$ cat src/rtl/memwb_pkg.sv
// Shared opcode, load-width and instruction-field definitions for the MEM/WB stage.
package memwb_pkg;

    localparam logic [6:0] BOP_LOAD   = 7'b0000011;
    localparam logic [6:0] BOP_STORE  = 7'b0100011;
    localparam logic [6:0] BOP_OP     = 7'b0110011;
    localparam logic [6:0] BOP_OPIMM  = 7'b0010011;
    localparam logic [6:0] BOP_LUI    = 7'b0110111;
    localparam logic [6:0] BOP_AUIPC  = 7'b0010111;
    localparam logic [6:0] BOP_JAL    = 7'b1101111;
    localparam logic [6:0] BOP_JALR   = 7'b1100111;
    localparam logic [6:0] BOP_BRANCH = 7'b1100011;

    localparam logic [2:0] FUNCT3_LB  = 3'b000;
    localparam logic [2:0] FUNCT3_LH  = 3'b001;
    localparam logic [2:0] FUNCT3_LW  = 3'b010;
    localparam logic [2:0] FUNCT3_LBU = 3'b100;
    localparam logic [2:0] FUNCT3_LHU = 3'b101;

    function automatic logic [6:0] inst_opcode(input logic [31:0] inst);
        return inst[6:0];
    endfunction

    function automatic logic [4:0] inst_rd(input logic [31:0] inst);
        return inst[11:7];
    endfunction

    function automatic logic [2:0] inst_funct3(input logic [31:0] inst);
        return inst[14:12];
    endfunction

    // Low two bits of the I-type (load) or S-type (store) immediate.
    function automatic logic [1:0] inst_imm_lo(input logic [31:0] inst, input logic store);
        return store ? inst[8:7] : inst[21:20];
    endfunction

    function automatic logic writes_rd(input logic [6:0] opc);
        case (opc)
            BOP_LOAD, BOP_OP, BOP_OPIMM, BOP_LUI,
            BOP_AUIPC, BOP_JAL, BOP_JALR: return 1'b1;
            default:                      return 1'b0;
        endcase
    endfunction

endpackage

$ cat src/rtl/memwb_load_align.sv
// Load lane extraction with sign/zero extension and access-width misalignment flag.
module load_align
    import memwb_pkg::*;
(
    input  logic [31:0] word,
    input  logic [1:0]  addr,
    input  logic [2:0]  funct3,
    output logic [31:0] data,
    output logic        misalign
);

    logic [7:0]  lane_b;
    logic [15:0] lane_h;

    always_comb begin
        case (addr)
            2'd0:    lane_b = word[7:0];
            2'd1:    lane_b = word[15:8];
            2'd2:    lane_b = word[23:16];
            default: lane_b = word[31:24];
        endcase
        // Misaligned halves drop addr[0]; misaligned words fall back to lane 0.
        lane_h = addr[1] ? word[31:16] : word[15:0];
    end

    always_comb begin
        data     = 32'hFFFF_FFFF;
        misalign = 1'b0;
        case (funct3)
            FUNCT3_LB:  data = {{24{lane_b[7]}}, lane_b};
            FUNCT3_LBU: data = {24'd0, lane_b};
            FUNCT3_LH: begin
                data     = {{16{lane_h[15]}}, lane_h};
                misalign = addr[0];
            end
            FUNCT3_LHU: begin
                data     = {16'd0, lane_h};
                misalign = addr[0];
            end
            FUNCT3_LW: begin
                data     = word;
                misalign = |addr;
            end
            default: ;
        endcase
    end

endmodule

$ cat src/rtl/memwb.sv
// MEM/WB pipeline register: load alignment, write-back select, bypass and retire counting.
module memwb
    import memwb_pkg::*;
(
    input  logic        clk,
    input  logic        rst,
    input  logic        valid_i,
    output logic        ready_o,
    input  logic [31:0] pc_i,
    input  logic [31:0] inst_i,
    input  logic [31:0] r0data_i,
    input  logic [31:0] r1data_i,
    input  logic [31:0] result_i,
    input  logic [31:0] datamemrdata_i,
    output logic        valid_ro,
    input  logic        ready_i,
    output logic [31:0] pc_ro,
    output logic [31:0] inst_ro,
    output logic        regwe_o,
    output logic [4:0]  regaddr_o,
    output logic [31:0] regdata_o,
    output logic        fwdvalid_o,
    output logic [4:0]  fwdaddr_o,
    output logic [31:0] fwddata_o,
    output logic        misalign_ro,
    output logic [63:0] instret_ro
);

    logic        cke, retire;
    logic        is_load, is_store;
    logic [1:0]  ea_lo;
    logic [31:0] ld_data;
    logic        ld_mis;
    logic        wben_next, wben;
    logic [31:0] wbdata_next, wbdata;
    logic        unused_bits;

    assign cke     = ~valid_ro | ready_i;
    assign ready_o = cke;
    assign retire  = valid_ro & ready_i;

    assign is_load  = inst_opcode(inst_i) == BOP_LOAD;
    assign is_store = inst_opcode(inst_i) == BOP_STORE;
    // Only the byte offset of the effective address matters here.
    assign ea_lo    = r0data_i[1:0] + inst_imm_lo(inst_i, is_store);

    load_align u_align (
        .word     (datamemrdata_i),
        .addr     (ea_lo),
        .funct3   (inst_funct3(inst_i)),
        .data     (ld_data),
        .misalign (ld_mis)
    );

    assign wben_next   = valid_i & writes_rd(inst_opcode(inst_i)) & (inst_rd(inst_i) != 5'd0);
    assign wbdata_next = is_load ? ld_data : result_i;

    always_ff @(posedge clk or posedge rst) begin
        if (rst) begin
            valid_ro    <= 1'b0;
            pc_ro       <= 32'd0;
            inst_ro     <= 32'd0;
            wben        <= 1'b0;
            wbdata      <= 32'd0;
            misalign_ro <= 1'b0;
            instret_ro  <= 64'd0;
        end else begin
            if (cke) begin
                valid_ro    <= valid_i;
                pc_ro       <= pc_i;
                inst_ro     <= inst_i;
                wben        <= wben_next;
                wbdata      <= wbdata_next;
                misalign_ro <= valid_i & (is_load | is_store) & ld_mis;
            end
            if (retire)
                instret_ro <= instret_ro + 64'd1;
        end
    end

    assign regwe_o    = retire & wben;
    assign regaddr_o  = inst_rd(inst_ro);
    assign regdata_o  = wbdata;
    assign fwdvalid_o = valid_ro & wben;
    assign fwdaddr_o  = regaddr_o;
    assign fwddata_o  = regdata_o;

    // Store data travels to memory elsewhere; upper address bits do not affect alignment.
    assign unused_bits = ^{r1data_i, r0data_i[31:2]};

endmodule

$ cat config.mk
export PLATFORM = sky130hd
export DESIGN_NAME = memwb
export DESIGN_NICKNAME = d
export VERILOG_FILES = /design/src/rtl/memwb_pkg.sv /design/src/rtl/memwb_load_align.sv /design/src/rtl/memwb.sv
export SDC_FILE = /design/constraint.sdc
export NUM_CORES = 1
export LEC_CHECK = 0
export CAP_MARGIN = 10
export CELL_PAD_IN_SITES_DETAIL_PLACEMENT = 1
export CELL_PAD_IN_SITES_GLOBAL_PLACEMENT = 2
export CORE_ASPECT_RATIO = 0.7
export CORE_MARGIN = 2
export CORE_UTILIZATION = 24
export CTS_CLUSTER_SIZE = 30
export DETAILED_ROUTE_END_ITERATION = 8
export HOLD_SLACK_MARGIN = 0.05
export PLACE_DENSITY = 0.95
export SLEW_MARGIN = 10
export SYNTH_ARGS = -nofsm -noshare
export SYNTH_HDL_FRONTEND = slang
export SYNTH_SLANG_ARGS = --single-unit
$ cat constraint.sdc
create_clock -name clk -period 7.8 [get_ports clk]
set_input_delay 1.17 -clock clk [delete_from_list [all_inputs] [get_ports clk]]
set_output_delay 1.17 -clock clk [all_outputs]
set_load 0.02 [all_outputs]
After elaboration in Yosys (flattened, before gate mapping):

Index checks and enable logic that the tools add are counted.

* register bits after elaboration: 163
* input bits: 196
* word-level logic and storage cells: 46

* add/subtract/negate cells: 2
* equality and inequality tests: 14
* mux-type cells: 7
* bitwise logic cells: 10
* reductions and logical operators: 6

Operators by type and width (number)
* $pmux 32 s5: 1
* $add 64x1->64 const B: 1
* $mux 32: 1
* $pmux 8 s3: 1
* $eq 7x6->1 const B: 3
* $mux 16: 1
* $eq 7x5->1 const B: 2
* $eq 7x7->1 const B: 2
* $and 1x1->1: 7
* $eq 7x2->1 const B: 1
* $reduce_or 7->1: 1
* $eq 3x3->1 const B: 2
* $reduce_bool 5->1: 1
* $reduce_or 2->1: 2
* $eq 3x1->1 const B: 1
* $eq 3x2->1 const B: 1
* $logic_not 3->1: 1
* $add 2x2->2: 1
* $eq 2x1->1 const B: 1
* $eq 2x2->1 const B: 1
* $logic_not 2->1: 1
* $mux 2: 1
* $or 1x1->1: 2
* $pmux 1 s2: 1
* other kinds (2): 2

Logic depth before layout (Yosys ltp):

* depth in word-level cells: 7
* mapped depth: 12
* gate-level depth less buffers: 10

Hierarchy:

A second synthesis with hierarchy kept.

* cell total of the unflattened synthesis: 731
* area, all modules: 8250.4 um^2

By module, submodules not included
* memwb: instances 1, cells each 620, area an instance 7387.1 um^2
* load_align: instances 1, cells each 111, area an instance 863.3 um^2

Worst setup path before layout:

No wires, ideal clock.

* path kind: input to register
* from: input port inst_i[2]
* to: register wbdata[1], in the netlist fwddata_o[1]
* library setup time: 0.132 ns
* data arrival time: 3.913 ns
* required time: 7.668 ns
* path slack: 3.755 ns
* stages: 10
* buffers on the path: 1
* cells stage by stage: or4_4 > nor2_4 > mux2_2 > ha_1 > xnor3_1 > mux2i_1 > buf_2 > mux2_1 > a22oi_1 > a21oi_1

* word-level cells in the longest chain between the ends: 7
* elaborated cells between the ends (all ways): 11
* those cells by class: add/sub (1); eq/ne (4); mux (5); reduce/logical (1)

RTL lines
* from (decl): RTL line memwb.sv:10 `input logic [31:0] inst_i,`
* $eq 7x6->1: RTL line memwb.sv:43 `assign is_store = inst_opcode(inst_i) == BOP_STORE;`
* $mux 2: RTL line memwb_pkg.sv:34 `return store ? inst[8:7] : inst[21:20];`
* $add 2x2->2: RTL line memwb.sv:45 `assign ea_lo = r0data_i[1:0] + inst_imm_lo(inst_i, is_store);`
* $eq 2x2->1 (tied with other cells): RTL line memwb_load_align.sv:16 `case (addr)`
* $pmux 8 s3: RTL line memwb_load_align.sv:16
* $pmux 32 s5: RTL line memwb_load_align.sv:29 `case (funct3)`
* $mux 32 (*): RTL line memwb.sv:56 `assign wbdata_next = is_load ? ld_data : result_i;`
* to (signal assigned): RTL line memwb.sv:73 `wbdata <= wbdata_next;`
* to (decl): RTL line memwb.sv:35 `logic [31:0] wbdata_next, wbdata;`

Mark *: on every way between the ends. The rest lies on a longest branch, timed or not.
A chain may end at the register's enable or synchronous reset.

Worst setup path in the final report:

* from: input port inst_i[2]
* to: register wbdata[12], in the netlist fwddata_o[12]

The elaborated chain is that of the path after synthesis.

==> flow_summary.yaml <==
timing:
  fmax_ghz: 0.198
  finalCriticalPeriod_ps: 5040
  relSlewSlack: 0.216
  worst_pin_slew_ps: 1170
  finalHoldViolCount: 0
  rsz0062_at_grt: "false"
  timing.final.crit_share: 0.646
  setup_viol_count_final: 0
  clock-skew-final_ps: 7.66
  slew_viol_final: 0
  finalSetupTns_ps: 0
cts:
  hold_buffers: 0
  cts.sinks: 163
  clock_latency_ps: 440
  cts_resized: 0
  postCtsSetupRepairBufs: 0
  clkTransAtPathRegs_ps: 60
  cts_tree: "yes"
  cts_buffers: 17
  ctsRootBufferMaster: "clkbuf_16"
  htreeDepth: 4
  clock_path_buffers: 2
global_route:
  grt_pass1_vias: 7642
  gr-usage-all-layers: 0.175
  grt_start_max_net_pins: 104
  gr-total-overflow: 0
  antenna_found_initial: 1
  grt_pass1_wl_um: 45100
worst_setup_path:
  rrSetupSlack_ps: 4050
  critPathTopFamily: "simple AND/OR/NAND/NOR gates"
  worstReg2RegEnd: "fwddata_o[12]"
  worstPathBufferInverterCount: 2
  worst-path-stages: 10
  startpoint_type: "input port"
  r2r_start: "valid_ro"
  reg2regPathDepth: 6
  cp_cell_sequence: "clkdlybuf4s50_1 > or4_4 > nor2_4 > mux2_2 > ha_1 > nor3_1 > inv_1 > o22ai_1 > a21oi_1 > a21oi_1"
  crit_top_cell: "a21oi_1"
  crit_slowest_cell: "nor3_1"
  critPathRequiredTime_ps: 8150
  crit_path_end_kind: "register"
  cpPeakStageDelay_ps: 970
  cp.arrival_ps: 5390
  setup.worst_path.class: "in2reg"
  cp_max_fo: 8
pwr:
  p_per_area_nw_per_um2: 206
  p_leak_nw: 5.09
  p_total_mw: 2.46
  vdd_drop_max_mv: 0.117
synth:
  syn_area_um2: 7720
  seq_area_frac_synth: 0.528
  syn_area_per_cell_um2: 9.62
  synth_seq_cells: 163
  synth_cells: 803
  yosys_warnings: 0
  ys.flop_type: "dfrtp_1"
  synth_cell_type_count: 50
  synth_fp_nets: 1001
  async_flop_share: 1.00
  synth_edf_count: 0
drt:
  vias: 7102
  drt_pass1_iterations: 4
  totalWireLength_um: 28700
  routed_via_density: 4.64
  wl_per_cell_um: 18.7
  ant_nets: 0
  remaining_drc_errors: 0
  drtIter0Drc: 347
cells_and_area:
  final_cell_mix: "clkdlybuf4s50_1, nand2_1, dfrtp_1"
  seqCellArea_um2: 4080
  final_common_cell: "clkdlybuf4s50_1"
  final_nets: 1296
  nFillCells: 3598
  design_area_um2: 11900
  n_antenna_cell: 0
  syn2layout_area_growth_pct: 54.4
  drive_above_1_share: 0.0550
  multi_input_area_um2: 3200
outcome:
  outcome: "finished clean"
die:
  die_area_um2: 33700
  ios: 403
  num_rows: 54
  dieWidth_um: 218
  dieHeight_um: 154
  coreArea_um2: 31400
  initial_utilization: 0.246
hold_path:
  min_to: "pc_ro[25]"
  hold_depth: 2
  min-delay-start: "pc_ro[25]"
  hold_class: "reg2reg"
placed_design:
  gp_congestion: 0.823
  dpl_cell_area_um2: 11300
  hpwl_um: 21500
  io_buffers: 340
flow_run:
  maxCapViolations: 0
## report_power, final
part / internal (mW) / switching, mW
Combinational: 0.275 / 0.296
Clock: 0.553 / 0.365
Sequential: 0.911 / 0.0601
Total: 1.74 / 0.722
## sequential cells by signal, indices dropped and copies added (netlist names)
register	flops
pc_ro	32
misalign_ro	1
inst_ro	32
valid_ro	1
instret_ro	64
wben	1
fwddata_o	32
## per-stage QoR
step,instances,setup slack (ps),utilization,hold slack (ps)
global placement,1499,2560,0.359,450
finish,1530,2760,0.380,467
CTS,1530,2880,0.380,472
detailed placement,1499,2420,0.359,457
global route,1530,2640,0.380,493
floorplan,803,2230,-,457
## worst reg2reg max path, cell delays in order (launching register included)
cell	delay (ps)
dfrtp_1	480
nor2b_4	180
clkinv_2	240
buf_4	770
nand3_1	710
a21oi_1	1030
a21oi_1	170
## synthesized netlist by cell type, types with 2 or more instances
| cell | n | area, µm² |
|---|---|---|
| a22oi_1 | 15 | 113 |
| xor2_1 | 22 | 193 |
| inv_1 | 5 | 18.8 |
| and3_1 | 5 | 31.3 |
| nor2_1 | 32 | 120 |
| nand2b_1 | 2 | 12.5 |
| ha_1 | 2 | 25.0 |
| buf_1 | 3 | 11.3 |
| nor3_1 | 5 | 25.0 |
| o22ai_1 | 33 | 206 |
| o21ai_0 | 8 | 40.0 |
| buf_4 | 42 | 315 |
| nand2_1 | 243 | 912 |
| mux2_1 | 7 | 78.8 |
| or4_1 | 2 | 15.0 |
| a221oi_1 | 6 | 52.6 |
| buf_2 | 5 | 25.0 |
| nor2b_1 | 3 | 18.8 |
| a21oi_1 | 33 | 165 |
| dfrtp_1 | 163 | 4080 |
| o21bai_1 | 2 | 15.0 |
| and4_1 | 9 | 78.8 |
| mux2_2 | 9 | 101 |
| and2_1 | 6 | 37.5 |
| mux2i_1 | 9 | 90.1 |
| nand4_1 | 20 | 125 |
| xnor2_1 | 42 | 368 |
| nand3_1 | 27 | 135 |
| clkbuf_1 | 21 | 78.8 |
| xnor3_1 | 2 | 45.0 |
## layout make-up
cell class / instances / share of cell area
Clock buffer: 19 / 0.0380
Clock inverter: 12 / 0.0150
Inverter: 6 / 0.00241
Multi-Input combinational cell: 562 / 0.268
Sequential cell: 163 / 0.342
Tap cell: 420 / 0.0441
Timing Repair Buffer: 348 / 0.290
## layer usage
layer | wire length, µm | track usage | up-vias
li1 | - | - | 3286
met1 | 12900 | 0.230 | 3564
met2 | 13500 | 0.280 | 221
met3 | 1700 | 0.0409 | 29
met4 | 524 | 0.0612 | 2
met5 | 13 | 0 | -
## how the worst max path moves through the flow
| stage | start | to | slack (ps) |
|---|---|---|---|
| floorplan | rst | fwddata_o[0] | 2230 |
| global placement | inst_i[2] | fwddata_o[13] | 2560 |
| detailed placement | inst_i[2] | fwddata_o[8] | 2420 |
| CTS | inst_i[2] | fwddata_o[12] | 2880 |
| global route | inst_i[2] | fwddata_o[10] | 2640 |
| finish | inst_i[2] | fwddata_o[12] | 2760 |
## kinds of logic (layout without fill, tap and decap cells)
kind of cell               Yosys count  in the layout  synth area share
and+or+nand+nor                    364            364             0.208
DFF                                163            163             0.528
AOI/OAI and AO/OA                  105            105            0.0873
buffers and inverters               78            385            0.0601
xor gates and xnor gates            66             66            0.0784
muxes                               25             25            0.0350
adders and majority gates            2              2           0.00324
(Power assumes the default switching activity.)
==> edit, RTL diff (same settings) <==
Reset style: synchronous (`rst`), changed in one clocked block.
--- a/src/rtl/memwb.sv
+++ b/src/rtl/memwb.sv
@@ -56,5 +56,5 @@
     assign wbdata_next = is_load ? ld_data : result_i;
 
-    always_ff @(posedge clk or posedge rst) begin
+    always_ff @(posedge clk) begin
         if (rst) begin
             valid_ro    <= 1'b0;
Check against the original RTL: differs if rst is asserted again (counterexample within 4 cycles, from zero or initial values and one cycle with rst high); with rst held inactive, the same outputs for 10 cycles.
==> edit against the original RTL <==
- via count rose by 21%
- cell area increased by 1.4%
- sequential cell count unchanged
- final cell count is 14% higher
- total power shrank 12%
- area after synthesis up 4.5%
- wire length rose by 14%
- critical endpoint is now fwddata_o[21]$_SDFFE_PP0P_
- worst setup slack lost 0.026 ns
==> edit: results (changes against the original RTL) <==
flop-to-flop setup slack 4.55 ns (+0.50 ns); share of cells above drive strength 1 5.14% (-0.36 points); placed inst area 11,500 µm² (+1.8%); final hold violation count 0 (unchanged); worst setup margin 2.73 ns (-0.0261 ns); uppermost layer routed met4; post-layout net count 1,489 (+15%); routed wl met3 2.80 mm (+65%); clk_lat worst skew 0.44 ns (about the same); largest net degree at the start of global routing 69 (-34%); GRT met1 Usage 23.3% (+0.27 points); met2 WL 15.0 mm (+11%); FILL cells 3,977 (+11%); sequential fraction of the synthesis area 40.4% (-12 points); Leak Pwr 4.33 nW (-15%); slowest cell on the critical path a31oi_2; synth cell count leaders 166 x nand2_1, 163 x dfxtp_1, 136 x nor2_1; GPL Wtd Cong 0.827 (+0.49%); most area-consuming cells after synthesis dfxtp_1 40%, nand2_1 7.7%, nor2_1 6.3%; dominant synthesized flop cell dfxtp_1; cts hold-fix bufs 0 (unchanged); worst hold slack 0.452 ns (-0.0141 ns); Vias per Instance 4.94 (+6.3%); arrival time worst endpoint 5.34 ns (-0.05 ns); routed length on met1 14.6 mm (+13%); Detailed Route Iter0 Violations 491 (+41%); first-pass GRT wire length 50.3 mm (+12%); initial antenna violation count 1 (unchanged); post-place setup slack 2.31 ns (-0.112 ns); Worst slew margin 27.9% (+6.3 points); Critical Path Max Stage Delay 0.88 ns (-0.09 ns); ys async rst share 0% (-100 points); syn nets 1,231 (+23%); Non-Filler Instances 1,740 (+14%); DP Wirelength 24.2 mm (+13%); GRT Util Overall 18.5% (+1.0 points); DRT Pass-1 Iters 5 (+1); status finished clean; maximum fanout along the worst path 16 (+8); worst vdd ir 0.115 mV (-1.4%); synth unique cells 53 (+6.0%); met3 Usage GRT 7.34% (+3.2 points); wire length per cell 18.8 µm (+0.38%); Gate Count Post-Synth 1,033 (+29%); met2 Track Usage GR 29.6% (+1.6 points); worst clock skew 0.00960 ns (+0.00194 ns)
[edit: changes by cell type in the layout (fill, tap and decap cells not counted), moves of 21 or more]
cell,change
a221oi_1,+25
o21ai_0,+31
o22ai_1,-32
dfxtp_1,+163
nor4_1,+21
dfrtp_1,-163
a31oi_1,+35
nand2_1,-77
nor2_1,+103
a21oi_1,+43
[edit: final timing paths]
check / cells after the start / end / startpoint
worst max-delay path: 10 / fwddata_o[21]$_SDFFE_PP0P_ / inst_i[2]
worst min-delay path: 2 / inst_ro[12]$_SDFFE_PP0P_ / inst_ro[12]$_SDFFE_PP0P_
worst max register to register: 6 / instret_ro[58]$_SDFFE_PP0P_ / instret_ro[31]$_SDFFE_PP0P_
worst min register to register: 2 / inst_ro[12]$_SDFFE_PP0P_ / inst_ro[12]$_SDFFE_PP0P_
[edit: area by class of cell]
class                           instances  area, µm²  area share [%]
Inverter                               23       87.6           0.724
Timing Repair Buffer                  350       3480            28.7
Sequential cell                       163       3260            27.0
Multi-Input combinational cell        736       4130            34.1
Clock inverter                         13        146            1.21
Clock buffer                           19        443            3.66
Antenna cell                            1       2.50          0.0207
Tap cell                              435        544            4.50
[edit: kinds of logic (layout without fill, tap and decap cells)]
group / Yosys count / in the layout / synth area share (%)
compound gates: 227 / 227 / 17.9
buf+inv: 134 / 405 / 8.56
simple gates: 439 / 439 / 25.1
mux: 10 / 10 / 1.40
flops: 163 / 163 / 40.4
fa+ha+maj: 2 / 2 / 0.310
other cells: 0 / 1 / 0
xor+xnor: 58 / 58 / 6.30
[edit: power by group]
part	internal, mW	switching [mW]
combinational	0.183	0.207
clock	0.486	0.388
sequential	0.866	0.0276
